`src/rtl/text_fetch_sched.sv`:
```
`default_nettype none
`timescale 1ns/1ps
// ============================================================================
// Module      : text_fetch_sched
// Description : Per-scanline greeting/font ROM fetch scheduler that loads
//               glyph rows into the text sprite bank during h-blank.
// Revision    : 1.0 - initial release
// ============================================================================
module text_fetch_sched #(
    parameter int SPR_CNT     = 8,
    parameter int GREET_MSGS  = 32,
    parameter int FONT_HEIGHT = 8,
    parameter int FONT_WIDTH  = 8,
    parameter int NUM_GLYPHS  = 64,
    parameter int CP_START    = 'h20,
    parameter int CP_W        = 7,
    parameter int TXT_SCALY   = 10,
    parameter int TXT_PAUSE   = 80,
    parameter int CORDW       = 16,
    localparam int GREET_AW   = $clog2(GREET_MSGS * 2 * SPR_CNT),
    localparam int FONT_AW    = $clog2(NUM_GLYPHS * FONT_HEIGHT),
    localparam int IDX_W      = (SPR_CNT > 1) ? $clog2(SPR_CNT) : 1,
    localparam int MSG_W      = (GREET_MSGS > 1) ? $clog2(GREET_MSGS) : 1
) (
    input  logic                    video_clk_pix,
    input  logic                    rst,
    input  logic                    frame_start,
    input  logic                    line_start,
    input  logic signed [CORDW-1:0] sy,
    input  logic signed [CORDW-1:0] row_y0,
    input  logic signed [CORDW-1:0] row_y1,
    output logic [GREET_AW-1:0]     greet_addr,
    input  logic [CP_W-1:0]         greet_data,
    output logic [FONT_AW-1:0]      font_addr,
    input  logic [FONT_WIDTH-1:0]   font_data,
    output logic                    load_valid,
    output logic [IDX_W-1:0]        load_idx,
    output logic [FONT_WIDTH-1:0]   load_data,
    output logic                    busy,
    output logic                    done,
    output logic                    overrun,
    output logic [MSG_W-1:0]        greeting
);

    localparam int FRM_W = (TXT_PAUSE > 1) ? $clog2(TXT_PAUSE) : 1;
    localparam int GL_W  = (FONT_HEIGHT > 1) ? $clog2(FONT_HEIGHT) : 1;
    localparam int SC_W  = (TXT_SCALY > 1) ? $clog2(TXT_SCALY) : 1;

    typedef enum logic [1:0] {
        S_IDLE        = 2'd0,
        S_FETCH_CP    = 2'd1,
        S_FETCH_GLYPH = 2'd2,
        S_FLUSH       = 2'd3
    } state_t;

    state_t                state_q, state_d;
    logic [IDX_W-1:0]      idx_q, idx_d, idx_nxt;
    logic [GREET_AW-1:0]   base_q, base_d;
    logic [GREET_AW-1:0]   greet_addr_q, greet_addr_d;
    logic [FONT_AW-1:0]    font_addr_q, font_addr_d;
    logic                  greet_pend_q, greet_pend_d;
    logic [IDX_W-1:0]      greet_pend_idx_q, greet_pend_idx_d;
    logic [CP_W-1:0]       cp_q [SPR_CNT];
    logic [CP_W-1:0]       cp_d [SPR_CNT];
    logic                  load_valid_q, load_valid_d;
    logic [IDX_W-1:0]      load_idx_q, load_idx_d;
    logic [FONT_WIDTH-1:0] load_hold_q, load_hold_d;
    logic                  done_q, done_d;
    logic                  overrun_q, overrun_d;
    logic [FRM_W-1:0]      cnt_frm_q, cnt_frm_d;
    logic [MSG_W-1:0]      greeting_q, greeting_d;
    logic                  row_active_q, row_active_d;
    logic                  row_sel_q, row_sel_d;
    logic [GL_W-1:0]       glyph_line_q, glyph_line_d;
    logic [SC_W-1:0]       scale_cnt_q, scale_cnt_d;

    // Out-of-range code points fall back to glyph 0 (space).
    function automatic logic [FONT_AW-1:0] glyph_addr(input logic [CP_W-1:0] cp,
                                                      input logic [GL_W-1:0] gl);
        logic [31:0] cp_w;
        logic [31:0] gidx;
        cp_w = 32'(cp);
        if (cp_w < 32'(CP_START) || cp_w >= 32'(CP_START + NUM_GLYPHS))
            gidx = '0;
        else
            gidx = cp_w - 32'(CP_START);
        return FONT_AW'(gidx * 32'(FONT_HEIGHT) + 32'(gl));
    endfunction

    always_comb begin
        cnt_frm_d  = cnt_frm_q;
        greeting_d = greeting_q;
        if (frame_start) begin
            if (cnt_frm_q == FRM_W'(TXT_PAUSE - 1)) begin
                cnt_frm_d  = '0;
                greeting_d = (greeting_q == MSG_W'(GREET_MSGS - 1)) ? '0 : greeting_q + 1'b1;
            end else begin
                cnt_frm_d = cnt_frm_q + 1'b1;
            end
        end
    end

    always_comb begin
        row_active_d = row_active_q;
        row_sel_d    = row_sel_q;
        glyph_line_d = glyph_line_q;
        scale_cnt_d  = scale_cnt_q;
        if (line_start) begin
            if (sy == row_y1 || sy == row_y0) begin
                row_active_d = 1'b1;
                row_sel_d    = (sy == row_y1);
                glyph_line_d = '0;
                scale_cnt_d  = '0;
            end else if (row_active_q) begin
                if (scale_cnt_q == SC_W'(TXT_SCALY - 1)) begin
                    scale_cnt_d = '0;
                    if (glyph_line_q == GL_W'(FONT_HEIGHT - 1))
                        row_active_d = 1'b0;
                    else
                        glyph_line_d = glyph_line_q + 1'b1;
                end else begin
                    scale_cnt_d = scale_cnt_q + 1'b1;
                end
            end
        end
    end

    // cp_d bypasses the capture in flight so the first font address can use it.
    always_comb begin
        cp_d = cp_q;
        if (greet_pend_q)
            cp_d[greet_pend_idx_q] = greet_data;
    end

    assign idx_nxt = idx_q + 1'b1;

    always_comb begin
        state_d          = state_q;
        idx_d            = idx_q;
        base_d           = base_q;
        greet_addr_d     = greet_addr_q;
        font_addr_d      = font_addr_q;
        greet_pend_d     = 1'b0;
        greet_pend_idx_d = idx_q;
        load_valid_d     = 1'b0;
        load_idx_d       = load_idx_q;
        done_d           = 1'b0;
        overrun_d        = overrun_q;
        if (line_start) begin
            // A new line always wins: in-flight reads and loads are dropped.
            if (state_q != S_IDLE)
                overrun_d = 1'b1;
            if (row_active_d) begin
                state_d      = S_FETCH_CP;
                idx_d        = '0;
                base_d       = GREET_AW'(32'(greeting_d) * 32'(2 * SPR_CNT)
                                         + (row_sel_d ? 32'(SPR_CNT) : 32'd0));
                greet_addr_d = base_d;
            end else begin
                state_d = S_IDLE;
            end
        end else begin
            case (state_q)
                S_FETCH_CP: begin
                    greet_pend_d = 1'b1;
                    if (idx_q == IDX_W'(SPR_CNT - 1)) begin
                        state_d     = S_FETCH_GLYPH;
                        idx_d       = '0;
                        font_addr_d = glyph_addr(cp_d[0], glyph_line_q);
                    end else begin
                        idx_d        = idx_nxt;
                        greet_addr_d = greet_addr_q + 1'b1;
                    end
                end
                S_FETCH_GLYPH: begin
                    load_valid_d = 1'b1;
                    load_idx_d   = idx_q;
                    if (idx_q == IDX_W'(SPR_CNT - 1)) begin
                        state_d = S_FLUSH;
                    end else begin
                        idx_d       = idx_nxt;
                        font_addr_d = glyph_addr(cp_d[idx_nxt], glyph_line_q);
                    end
                end
                S_FLUSH: begin
                    done_d  = 1'b1;
                    state_d = S_IDLE;
                end
                default: ;
            endcase
        end
    end

    assign load_data   = load_valid_q ? font_data : load_hold_q;
    assign load_hold_d = load_data;

    always_ff @(posedge video_clk_pix) begin
        if (rst) begin
            state_q          <= S_IDLE;
            idx_q            <= '0;
            base_q           <= '0;
            greet_addr_q     <= '0;
            font_addr_q      <= '0;
            greet_pend_q     <= 1'b0;
            greet_pend_idx_q <= '0;
            for (int i = 0; i < SPR_CNT; i++)
                cp_q[i] <= '0;
            load_valid_q     <= 1'b0;
            load_idx_q       <= '0;
            load_hold_q      <= '0;
            done_q           <= 1'b0;
            overrun_q        <= 1'b0;
            cnt_frm_q        <= '0;
            greeting_q       <= '0;
            row_active_q     <= 1'b0;
            row_sel_q        <= 1'b0;
            glyph_line_q     <= '0;
            scale_cnt_q      <= '0;
        end else begin
            state_q          <= state_d;
            idx_q            <= idx_d;
            base_q           <= base_d;
            greet_addr_q     <= greet_addr_d;
            font_addr_q      <= font_addr_d;
            greet_pend_q     <= greet_pend_d;
            greet_pend_idx_q <= greet_pend_idx_d;
            cp_q             <= cp_d;
            load_valid_q     <= load_valid_d;
            load_idx_q       <= load_idx_d;
            load_hold_q      <= load_hold_d;
            done_q           <= done_d;
            overrun_q        <= overrun_d;
            cnt_frm_q        <= cnt_frm_d;
            greeting_q       <= greeting_d;
            row_active_q     <= row_active_d;
            row_sel_q        <= row_sel_d;
            glyph_line_q     <= glyph_line_d;
            scale_cnt_q      <= scale_cnt_d;
        end
    end

    assign greet_addr = greet_addr_q;
    assign font_addr  = font_addr_q;
    assign load_valid = load_valid_q;
    assign load_idx   = load_idx_q;
    assign busy       = (state_q != S_IDLE);
    assign done       = done_q;
    assign overrun    = overrun_q;
    assign greeting   = greeting_q;

endmodule
`default_nettype wire

```
`config.mk`:
```
export PLATFORM = sky130hd
export DESIGN_NAME = text_fetch_sched
export DESIGN_NICKNAME = d
export VERILOG_FILES = /design/src/rtl/text_fetch_sched.sv
export SDC_FILE = /design/constraint.sdc
export NUM_CORES = 1
export LEC_CHECK = 0
export BUFFER_PORTS_ARGS = -buffer_cell sky130_fd_sc_hd__clkbuf_2
export CAP_MARGIN = 15
export CELL_PAD_IN_SITES_DETAIL_PLACEMENT = 1
export CELL_PAD_IN_SITES_GLOBAL_PLACEMENT = 2
export CORE_ASPECT_RATIO = 1.1
export CORE_MARGIN = 5
export CORE_UTILIZATION = 34
export CTS_CLUSTER_SIZE = 16
export DETAILED_ROUTE_END_ITERATION = 6
export PLACE_DENSITY = 0.76
export SYNTH_ARGS = -nofsm -noshare
export SYNTH_HDL_FRONTEND = slang
export SYNTH_SLANG_ARGS = --single-unit
```
`constraint.sdc`:
```
create_clock -name video_clk_pix -period 4.5 [get_ports video_clk_pix]
set_input_delay 0.225 -clock video_clk_pix [delete_from_list [all_inputs] [get_ports video_clk_pix]]
set_output_delay 0.225 -clock video_clk_pix [all_outputs]
set_load 0.02 [all_outputs]
```
==> results of run 1 <==
[worst paths after layout]
| check | endpoint | slack (ns) | cells past startpoint |
|---|---|---|---|
| setup / recovery | font_addr[5] | 0.70 | 8 |
| hold / removal | cnt_frm_q[1] | 0.15 | 3 |
| setup reg to reg | font_addr[5] | 0.70 | 8 |
| hold reg to reg | overrun | 0.48 | 2 |
[logic make-up (layout without fill, tap and decap cells)]
family / after synthesis / in the layout / synth area share
buffers and inverters: 42 / 144 / 0.02929
AOI/OAI and AO/OA: 72 / 72 / 0.08365
xor gates and xnor gates: 42 / 42 / 0.06523
DFF: 118 / 118 / 0.4189
adders and majority gates: 12 / 12 / 0.02662
muxes: 93 / 93 / 0.1873
and+or+nand+nor: 208 / 208 / 0.1890
[through the flow]
| step | instance area [µm²] | worst slack (ns) |
|---|---|---|
| 5_1_grt | 6889 | 0.4406 |
| 4_1_cts | 6889 | 0.6589 |
| 3_5_place_dp | 6301 | 0.6870 |
| 3_3_place_gp | 6301 | 0.8883 |
| 6_report | 6889 | 0.7039 |
| 2_1_floorplan | 5639 | 1.300 |
[area by class of cell]
class	count	area [µm²]	area share
clock buffers	24	491.7	0.07138
clock inverters	8	96.34	0.01398
inverters	3	11.26	0.001635
multi-input cells	427	3112	0.4517
flip-flops and latches	118	2362	0.3429
well taps	204	255.2	0.03705
repair buffers	109	560.5	0.08137
[cells in the mapped netlist (4+ instances only)]
library cell and count:
sky130_fd_sc_hd__o21ai_0 14, sky130_fd_sc_hd__a31oi_1 6, sky130_fd_sc_hd__o31ai_1 4, sky130_fd_sc_hd__or2_2 4, sky130_fd_sc_hd__nor2_1 95, sky130_fd_sc_hd__a211oi_1 10
sky130_fd_sc_hd__dfxtp_1 118, sky130_fd_sc_hd__nor2b_1 15, sky130_fd_sc_hd__buf_2 6, sky130_fd_sc_hd__mux2_2 10, sky130_fd_sc_hd__mux4_2 9, sky130_fd_sc_hd__nand2_1 22
sky130_fd_sc_hd__clkbuf_1 28, sky130_fd_sc_hd__xor2_1 7, sky130_fd_sc_hd__nor3_1 11, sky130_fd_sc_hd__ha_1 12, sky130_fd_sc_hd__xnor2_1 35, sky130_fd_sc_hd__nand2b_1 10
sky130_fd_sc_hd__a21oi_1 18, sky130_fd_sc_hd__nand4_1 16, sky130_fd_sc_hd__mux2i_1 74, sky130_fd_sc_hd__nand3_1 6, sky130_fd_sc_hd__buf_1 5, sky130_fd_sc_hd__a221oi_1 5
[critical path: stages (launching register included)]
cell,delay [ns]
sky130_fd_sc_hd__dfxtp_1,0.53
sky130_fd_sc_hd__nand4b_1,0.54
sky130_fd_sc_hd__mux2i_1,0.27
sky130_fd_sc_hd__mux4_2,0.49
sky130_fd_sc_hd__mux2_2,0.28
sky130_fd_sc_hd__ha_1,0.32
sky130_fd_sc_hd__nor4b_1,0.74
sky130_fd_sc_hd__a221oi_1,0.23
sky130_fd_sc_hd__a211oi_1,0.29
[state kept, by name (all words and copies together), names as in the netlist, 2 cells and up]
| signal | count |
|---|---|
| greet_pend_idx_q | 3 |
| cnt_frm_q | 7 |
| state_q | 2 |
| load_idx | 3 |
| greeting | 5 |
| greet_pend_idx_d | 3 |
| greet_addr | 9 |
| scale_cnt_q | 4 |
| font_addr | 9 |
| glyph_line_q | 3 |
| cp_q | 56 |
| load_hold_q | 8 |
[power groups by stage]
stage / Clock [mW] / Sequential, mW / Combinational (mW)
floorplan: 0 / 1.08 / 0.0856
global placement: 0 / 1.08 / 0.144
detailed placement: 0 / 1.08 / 0.148
CTS: 1.37 / 1.06 / 0.149
global route: 1.41 / 1.06 / 0.161
finish: 1.34 / 1.06 / 0.145
[metal layers]
metal	vias to the layer above	global-route usage	part of all wire
met3	34	0.04882	0.035
met1	2292	0.1848	0.41
met4	0	0.05405	0.020
met5	-	0	0
met2	79	0.3074	0.53
li1	2258	-	-
==> metrics.yaml, run 1 <==
status:
  outcome: "complete, no violations"
cts:
  cts-root-buf: "sky130_fd_sc_hd__clkbuf_16"
  clk_pin_slew_worst_paths_ns: 0.06
  ctsResizeCount: 0
  hold_buffers: 0
  clock-sinks: 118
  cts_buffers: 17
  cts_tree: "done"
  clock_path_buffers: 2
  h-tree-depth: 4
  worst_skew_pair.late_latency_ns: 0.42
  cts_setup_buffers: 0
finish:
  final_cells: 893
  drive_gt1_frac: 0.2467
  post-route-util: 0.4224
  n_fill_cell: 1913
  syn2layout_area_growth_pct: 22.17
  antenna_cells: 0
  final_common_cell: "sky130_fd_sc_hd__dfxtp_1"
  final_cell_mix: "sky130_fd_sc_hd__dfxtp_1, sky130_fd_sc_hd__clkbuf_2, sky130_fd_sc_hd__nor2_1, sky130_fd_sc_hd__mux2i_1, sky130_fd_sc_hd__xnor2_1"
  numnets_final: 755
timing:
  achievable-frequency_mhz: 263.4
  grt_setup_unrepaired: "false"
  total_of_endpoints_with_negative_setup_slack_in_the_final_report: 0
  final_clock_period_utilization_by_the_worst_path: 0.8436
  maxSlewViolCount: 0
  hold_violation_count_in_the_final_report: 0
  worst-slew-pin-transition_ns: 0.8617
  totalNegativeSetupSlack_ns: 0
  final.hold.worst_slack_ns: 0.1455
  skew_ns: 0.007114
  max-slew-margin-rel: 0.4202
  fin_crit_ns: 3.796
floorplanning:
  dieHeight_um: 145.1
  boundaryPins: 105
  design.die.area_um2: 19260
  initial_core_util: 0.3458
  fp.dieW_um: 132.8
  num_rows: 49
  core_area_um2: 16310
pwr:
  power_switching_share: 0.2193
  total_leakage_power_nw: 2.832
  total_power_mw: 2.541
  power_density_of_the_placed_cells_nw_per_um2: 368.8
  clock_network_fraction_of_design_power: 0.526
  net_switching_power_figure_mw: 0.5574
  seq_power_share: 0.417
  pwr-share-comb: 0.057
  internal_power_of_the_cells_mw: 1.984
  ir_drop_mv: 0.2700
drt:
  wl_mm: 15.66
  route.detailed.drc: 0
  drt_iter0_drc: 217
  routedWlPerCell_um: 17.53
  drtPass1Iterations: 4
  count_of_vias_placed_by_the_detailed_router: 4663
  post_drt_via_cell_ratio: 5.222
  drtAntennaViolNets: 0
place:
  io_buffers: 104
  dp_hpwl_mm: 11.83
  dpl.cell_count: 861
  place.gp.congestion: 0.7637
yosys:
  post_synth_instance_area_um2: 5639
  syn_nets: 666
  ys_dominant_reg_cell: "sky130_fd_sc_hd__dfxtp_1"
  postSynthAreaPerCell_um2: 9.607
  yosys_register_bits: 118
  synth_sequential_area_ratio: 0.4189
  netlist_top_cells_area: "sky130_fd_sc_hd__dfxtp_1, sky130_fd_sc_hd__mux2i_1, sky130_fd_sc_hd__nor2_1"
  synth-warning-count: 0
  share_of_the_synthesized_area_in_the_top_cell_type: 0.4189
  synth_cells: 587
  number_of_synthesized_flops_with_an_enable_pin: 0
  asyncSetResetFlopFracSynth: 0
  netlist-cell-type-count: 52
  synth_top_cell_by_area: "sky130_fd_sc_hd__dfxtp_1"
job:
  cap_viol_max_count: 0
setup_path:
  worstSetupEndpointType: "flop"
  timing.critical_path.required_ns: 4.82
  crit_arrival_ns: 4.12
  top_fanout_value_on_the_critical_path: 8
  element_type_at_the_critical_path_start: "flop"
  launching_element_of_the_worst_setup_path: "greet_pend_idx_q[2]"
  criticalPathCategory: "reg -> reg"
  r2r_start: "greet_pend_idx_q[2]"
global_routing:
  global_route.overflow_total: 0
  grt_max_degree: 81
  antenna_found_initial: 0
  grt_pass1_vias: 5149
  global_route_wire_length_before_repair_mm: 25.95
  globalRouteTotalUtil: 0.1678
min_path:
  worstHoldStart: "frame_start"
  min_path_type: "in -> reg"
Note: power is estimated with default switching activity, not from simulation.
==> run 2, diff against run 1 <==
--- a/config.mk
+++ b/config.mk
@@ -5,13 +5,14 @@
 export SDC_FILE = /design/constraint.sdc
 export NUM_CORES = 1
 export LEC_CHECK = 0
+export ABC_AREA = 1
 export BUFFER_PORTS_ARGS = -buffer_cell sky130_fd_sc_hd__clkbuf_2
 export CAP_MARGIN = 15
 export CELL_PAD_IN_SITES_DETAIL_PLACEMENT = 1
 export CELL_PAD_IN_SITES_GLOBAL_PLACEMENT = 2
 export CORE_ASPECT_RATIO = 1.1
 export CORE_MARGIN = 5
-export CORE_UTILIZATION = 34
+export CORE_UTILIZATION = 30
 export CTS_CLUSTER_SIZE = 16
 export DETAILED_ROUTE_END_ITERATION = 6
 export PLACE_DENSITY = 0.76
==> constraint.sdc (replaced) <==
create_clock -name video_clk_pix -period 3.9 [get_ports video_clk_pix]
set_input_delay 0.195 -clock video_clk_pix [delete_from_list [all_inputs] [get_ports video_clk_pix]]
set_output_delay 0.195 -clock video_clk_pix [all_outputs]
set_load 0.02 [all_outputs]
==> run 2 against run 1 <==
  * Sequential share of layout area fell by 2.1 points
  * Via count rose by 25%
  * Core utilization fell by 5.2 points
  * Non-clock buffer count fell by 2
  * Synthesized cell count rose by 57%
  * Die area rose by 19%
  * Critical path depth rose by 2
  * Register-to-register slack improved by 0.55 ns
  * Clock power rose by 22%
  * First-iteration DRC count fell by 34%
==> metrics.yaml, run 2 <==
finish:
  antenna_cells: 0
  final_common_cell: "sky130_fd_sc_hd__nand2_1"
  top_register: "cp_q"
  numnets_final: 1091
  drive_gt1_frac: 0.1639
  largest_register_ff_count: 56
  post-route-util: 0.3706
  final_cell_mix: "sky130_fd_sc_hd__nand2_1, sky130_fd_sc_hd__nor2_1, sky130_fd_sc_hd__dfxtp_1, sky130_fd_sc_hd__clkbuf_2, sky130_fd_sc_hd__inv_1"
  syn2layout_area_growth_pct: 22.01
min_path:
  worstHoldStart: "font_data[6]"
  min_path_type: "in -> reg"
floorplanning:
  initial_core_util: 0.3038
  core_area_um2: 19800
  fp.dieW_um: 145.0
  boundaryPins: 105
  num_rows: 54
  dieHeight_um: 158.5
  design.die.area_um2: 22980
cts:
  clock_path_buffers: 2
  ctsResizeCount: 0
  cts_tree: "done"
  cts-root-buf: "sky130_fd_sc_hd__clkbuf_16"
  h-tree-depth: 4
  hold_buffers: 0
  cts_buffers: 17
  clk_pin_slew_worst_paths_ns: 0.05
  cts_setup_buffers: 0
  worst_skew_pair.late_latency_ns: 0.42
  clock-sinks: 118
setup_path:
  slowest_delay_ns: 0.59
  timing.critical_path.required_ns: 4.25
  critical_path.slowest_cell: "sky130_fd_sc_hd__ha_1"
  path_cells: "ha_1 -> inv_1 -> nand3_1 -> nand2_1 -> nor2_1 -> a31oi_1 -> ha_1 -> nor2_1 -> nand3_1 -> a21oi_2"
  worstSetupPathDepth: 10
  worstRegToRegCells: 10
  worst_setup_path_endpoint: "font_addr[5]"
  launching_element_of_the_worst_setup_path: "greet_pend_idx_d[1]"
  element_type_at_the_critical_path_start: "flop"
  path_delay_family: "adder cells"
  top_fanout_value_on_the_critical_path: 15
  crit-reg2reg-capture: "font_addr[5]"
  path_buf_inv: 1
  r2r_start: "greet_pend_idx_d[1]"
  crit_arrival_ns: 3.00
  rrSetupSlack_ns: 1.25
  worstSetupEndpointType: "flop"
  criticalPathCategory: "reg -> reg"
place:
  dp_hpwl_mm: 13.36
  io_buffers: 104
  worst_setup_slack_post_dpl_ns: 1.249
  place.gp.congestion: 0.8182
yosys:
  synth.area.mux_share: 0.004994
  yosysMostFrequentCell: "sky130_fd_sc_hd__nand2_1"
  ys_dominant_reg_cell: "sky130_fd_sc_hd__dfxtp_1"
  synth_cells: 919
  synth-compound-area-share: 0.1248
  synth-warning-count: 0
  synth.cells.most_frequent: "sky130_fd_sc_hd__nand2_1, sky130_fd_sc_hd__nor2_1, sky130_fd_sc_hd__dfxtp_1"
  synth_sequential_area_ratio: 0.3928
  adder_cell_fraction_of_synth_area: 0.02497
  synth_top_family_by_area: "simple AND/OR/NAND/NOR gates"
  synth_xor_area_frac: 0.02185
  syn_nets: 998
  number_of_synthesized_flops_with_an_enable_pin: 0
  share_of_the_synthesized_area_in_the_top_cell_type: 0.3928
  yosys_register_bits: 118
  post_synth_instance_area_um2: 6013
  netlist-cell-type-count: 39
  synth_top_cell_by_area: "sky130_fd_sc_hd__dfxtp_1"
  netlist_top_cells_area: "sky130_fd_sc_hd__dfxtp_1, sky130_fd_sc_hd__nand2_1, sky130_fd_sc_hd__nor2_1"
  synthSimpleGateAreaFrac: 0.3377
  postSynthAreaPerCell_um2: 6.543
  asyncSetResetFlopFracSynth: 0
pwr:
  power_density_of_the_placed_cells_nw_per_um2: 419.7
  pwr-share-comb: 0.068
  total_leakage_power_nw: 3.708
  ir_drop_mv: 0.3106
  seq_power_share: 0.399
  net_switching_power_figure_mw: 0.7017
  power_switching_share: 0.2279
  clock_network_fraction_of_design_power: 0.533
  internal_power_of_the_cells_mw: 2.377
  total_power_mw: 3.079
timing:
  final_clock_period_utilization_by_the_worst_path: 0.6796
  max-slew-margin-rel: 0.3802
  total_of_endpoints_with_negative_setup_slack_in_the_final_report: 0
  finalWorstSetupSlack_ns: 1.249
  totalNegativeSetupSlack_ns: 0
  achievable-frequency_mhz: 377.3
  worst-slew-pin-transition_ns: 0.9297
  hold_violation_count_in_the_final_report: 0
  skew_ns: 0.007994
  grt_setup_unrepaired: "false"
  maxSlewViolCount: 0
  fin_crit_ns: 2.651
global_routing:
  grt_pass1_vias: 5885
  global_route.overflow_total: 0
  grt_max_degree: 83
  globalRouteTotalUtil: 0.1589
  global_route_wire_length_before_repair_mm: 29.70
  antenna_found_initial: 0
job:
  cap_viol_max_count: 0
drt:
  route.detailed.drc: 0
  wl_mm: 18.07
  count_of_vias_placed_by_the_detailed_router: 5842
  drtAntennaViolNets: 0
  post_drt_via_cell_ratio: 4.575
  drtPass1Iterations: 6
  routedWlPerCell_um: 14.15
  drt_iter0_drc: 144
status:
  outcome: "complete, no violations"
run 2: changes by cell type after synthesis, sizes merged, moves of 10 or more:
cell,previous run,this run
nand2,22,232
inv,3,105
nor2,95,193
mux2i,74,3
nand3,6,63
a21oi,18,70
xnor2,35,2
o21ai,14,43
nor2b,15,0
nand4,16,2
clkbuf,28,17
mux2,10,0
nand2b,10,0
nor3,14,4
run 2: logic make-up (layout without fill, tap and decap cells):
logic type,count (synthesis),in the layout
XOR/XNOR,15,15
AO/OA/AOI/OAI,133,133
AND/OR/NAND/NOR,498,498
adder cells (fa/ha/maj),12,12
flip-flops,118,118
multiplexers,3,3
buffers and inverters,140,246
run 2: how the worst min path moves through the flow:
stage | end | slack, ns | depth (start not counted)
6_report | load_hold_q[6] | 0.03 | 3
5_1_grt | load_hold_q[6] | 0.03 | 3
4_1_cts | load_hold_q[6] | 0.02 | 3
3_5_place_dp | load_hold_q[6] | 0.46 | 3
3_3_place_gp | load_hold_q[3] | 0.46 | 2
2_1_floorplan | load_hold_q[6] | 0.36 | 2
run 2: final cells by class:
cell class              count  area, µm²
multi-input cells         661       3093
clock buffers              25      505.5
flip-flops and latches    118       2362
clock inverters             7      116.4
inverters                 107      401.6
repair buffers            107      543.0
well taps                 252      315.3
fillers                  2584      12460
run 2: metal layers:
metal	track usage	up-vias	wire, µm
met2	0.2851	74	8829
met4	0.04978	0	228
met3	0.03274	18	543
met5	0	-	0
li1	-	3074	-
met1	0.1919	2676	8469
run 2: stage by stage:
step	hold WS (ns)	instances	area [µm²]
after detailed placement	0.4650	1245	6715
final	0.03235	1277	7337
after global routing	0.03385	1277	7337
after CTS	0.01678	1277	7337
after floorplan	0.3580	919	6013
after global placement	0.4610	1245	6715
run 2: worst reg2reg max path, cell delays in order, from the launching register on:
cell                      delay [ns]
sky130_fd_sc_hd__dfxtp_1        0.33
sky130_fd_sc_hd__ha_1           0.59
sky130_fd_sc_hd__inv_1          0.38
sky130_fd_sc_hd__nand3_1        0.21
sky130_fd_sc_hd__nand2_1        0.07
sky130_fd_sc_hd__nor2_1         0.09
sky130_fd_sc_hd__a31oi_1        0.05
sky130_fd_sc_hd__ha_1           0.30
sky130_fd_sc_hd__nor2_1         0.28
sky130_fd_sc_hd__nand3_1        0.15
sky130_fd_sc_hd__a21oi_2        0.13
run 2: power by group through the flow:
stage | combinational [mW] | clock (mW) | sequential, mW
after global routing | 0.240 | 1.74 | 1.23
after global placement | 0.213 | 0 | 1.25
after CTS | 0.216 | 1.69 | 1.23
after detailed placement | 0.214 | 0 | 1.25
final | 0.210 | 1.64 | 1.23
after floorplan | 0.119 | 0 | 1.26
==> run 3, diff against run 2 <==
--- a/config.mk
+++ b/config.mk
@@ -12,10 +12,10 @@
 export CELL_PAD_IN_SITES_GLOBAL_PLACEMENT = 2
 export CORE_ASPECT_RATIO = 1.1
 export CORE_MARGIN = 5
-export CORE_UTILIZATION = 30
+export CORE_UTILIZATION = 27
 export CTS_CLUSTER_SIZE = 16
 export DETAILED_ROUTE_END_ITERATION = 6
-export PLACE_DENSITY = 0.76
+export PLACE_DENSITY = 0.72
 export SYNTH_ARGS = -nofsm -noshare
 export SYNTH_HDL_FRONTEND = slang
 export SYNTH_SLANG_ARGS = --single-unit
==> constraint.sdc (replaced) <==
create_clock -name video_clk_pix -period 2.3 [get_ports video_clk_pix]
set_input_delay 0.115 -clock video_clk_pix [delete_from_list [all_inputs] [get_ports video_clk_pix]]
set_output_delay 0.115 -clock video_clk_pix [all_outputs]
set_load 0.02 [all_outputs]
==> run 3 against run 2 <==
  * Wire length grew 3.5%
  * Final cell count grew 5.3%
  * Clock skew grew 0.0019 ns
  * Critical path type unchanged
  * Largest cell class unchanged
==> metrics.yaml, run 3 (synthesis gave the netlist of run 2 again) <==
place:
  dpl.cell_count: 1305
  place.gp.congestion: 0.7943
  dp_hpwl_mm: 13.92
  placed_area_um2: 6897
  worst_setup_slack_post_dpl_ns: 0.1735
  io_buffers: 104
pwr:
  ir_drop_mv: 0.5500
  power_density_of_the_placed_cells_nw_per_um2: 673.1
  total_leakage_power_nw: 3.812
  total_power_mw: 5.126
drt:
  drtAntennaViolNets: 0
  post_drt_via_cell_ratio: 4.473
  route.detailed.drc: 0
  drtPass1Iterations: 4
  count_of_vias_placed_by_the_detailed_router: 6016
  routedWlPerCell_um: 13.91
  wl_mm: 18.71
  drt_iter0_drc: 278
global_routing:
  global_route.overflow_total: 0
  global_route_wire_length_before_repair_mm: 31.08
  antenna_found_initial: 0
  grt_pass1_vias: 6047
  globalRouteTotalUtil: 0.1495
  grt_max_degree: 49
setup_path:
  timing.critical_path.required_ns: 2.65
  crit_arrival_ns: 2.45
  worstSetupEndpointType: "flop"
  rrSetupSlack_ns: 0.20
  criticalPathCategory: "reg -> reg"
  top_fanout_value_on_the_critical_path: 12
  element_type_at_the_critical_path_start: "flop"
floorplanning:
  initial_core_util: 0.2729
  design.die.area_um2: 25360
  dieHeight_um: 166.5
  core_area_um2: 22040
  fp.dieW_um: 152.3
  num_rows: 57
  boundaryPins: 105
finish:
  syn2layout_area_growth_pct: 26.65
  top_register: "cp_q"
  drive_gt1_frac: 0.1886
  final_cells: 1345
  final_cell_mix: "sky130_fd_sc_hd__nand2_1, sky130_fd_sc_hd__nor2_1, sky130_fd_sc_hd__dfxtp_1, sky130_fd_sc_hd__clkbuf_2, sky130_fd_sc_hd__inv_1"
  numnets_final: 1116
  antenna_cells: 0
  final_common_cell: "sky130_fd_sc_hd__nand2_1"
  largest_register_ff_count: 56
  final_cell_area_um2: 7616
  n_fill_cell: 2871
timing:
  fin_crit_ns: 2.099
  maxSlewViolCount: 0
  final_clock_period_utilization_by_the_worst_path: 0.9125
  achievable-frequency_mhz: 476.5
  skew_ns: 0.009939
  finalWorstSetupSlack_ns: 0.2012
  total_of_endpoints_with_negative_setup_slack_in_the_final_report: 0
  worst-slew-pin-transition_ns: 0.7962
  hold_violation_count_in_the_final_report: 0
  max-slew-margin-rel: 0.4659
cts:
  clock-sinks: 118
  clk_pin_slew_worst_paths_ns: 0.05
  h-tree-depth: 4
  cts-root-buf: "sky130_fd_sc_hd__clkbuf_16"
  cts_tree: "done"
  clock_path_buffers: 2
  worst_skew_pair.late_latency_ns: 0.42
  cts_buffers: 17
status:
  outcome: "complete, no violations"
job:
  cap_viol_max_count: 0
min_path:
  min_path_type: "in -> reg"
==> run 3: final cells by class <==
type                            count  area (µm²)  area share
Multi-Input combinational cell    661        3134      0.4115
Sequential cell                   118        2364      0.3103
Clock inverter                      8       95.09     0.01249
Inverter                          107       401.6     0.05274
Clock buffer                       24       501.7     0.06588
Timing Repair Buffer              132       750.7     0.09857
Tap cell                          295       369.1     0.04846
==> run 3: final timing paths <==
check / startpoint / endpoint / depth (start not counted)
max: greet_pend_q / font_addr[4] / 15
min: greet_data[6] / cp_q[55] / 3
max reg2reg: greet_pend_q / font_addr[4] / 15
min reg2reg: load_hold_q[4] / load_hold_q[4] / 2
==> run 3: power breakdown <==
group / internal, mW / switching [mW] / leakage (nW)
Clock: 1.73 / 0.944 / 0.292
Combinational: 0.136 / 0.236 / 2.57
Sequential: 2.06 / 0.0180 / 0.953
==> run 3: worst max-delay path, cell delays in order (launching register included) <==
cell and delay (ns):
sky130_fd_sc_hd__dfxtp_1 0.34, sky130_fd_sc_hd__inv_1 0.08, sky130_fd_sc_hd__nor2_4 0.14, sky130_fd_sc_hd__nand2_2 0.09, sky130_fd_sc_hd__buf_4 0.18, sky130_fd_sc_hd__nor2_1 0.12, sky130_fd_sc_hd__a21oi_2 0.06, sky130_fd_sc_hd__nand2_1 0.06
sky130_fd_sc_hd__nand3_1 0.06, sky130_fd_sc_hd__nand3_1 0.11, sky130_fd_sc_hd__nand2_1 0.06, sky130_fd_sc_hd__ha_1 0.27, sky130_fd_sc_hd__nor2_1 0.10, sky130_fd_sc_hd__buf_4 0.14, sky130_fd_sc_hd__nand3_1 0.10, sky130_fd_sc_hd__a21oi_2 0.12
==> run 3: routing by layer <==
layer | up-vias | share of wire | global-route usage
met2 | 69 | 0.51 | 0.2651
met4 | 0 | 0.013 | 0.04066
li1 | 3120 | - | -
met5 | - | 0 | 0
met3 | 17 | 0.028 | 0.03140
met1 | 2810 | 0.45 | 0.1837
==> run 3: repair_timing <==
item | CTS | global route
buffers inserted | 0 | 0
hold endpoints to repair | 8 | 0
gates resized for setup | 0 | 15
setup endpoints to repair | 0 | 5
hold buffers | 8 | 0
==> run 3: per-stage QoR <==
| step | utilization | hold WS, ns | setup TNS [ns] |
|---|---|---|---|
| after floorplan | - | 0.2780 | 0 |
| after global placement | 0.3130 | 0.3769 | 0 |
| after detailed placement | 0.3130 | 0.3837 | 0 |
| after CTS | 0.3437 | 0.002607 | 0 |
| after global routing | 0.3456 | 0.003393 | -0.05023 |
| final | 0.3456 | 0.002393 | 0 |
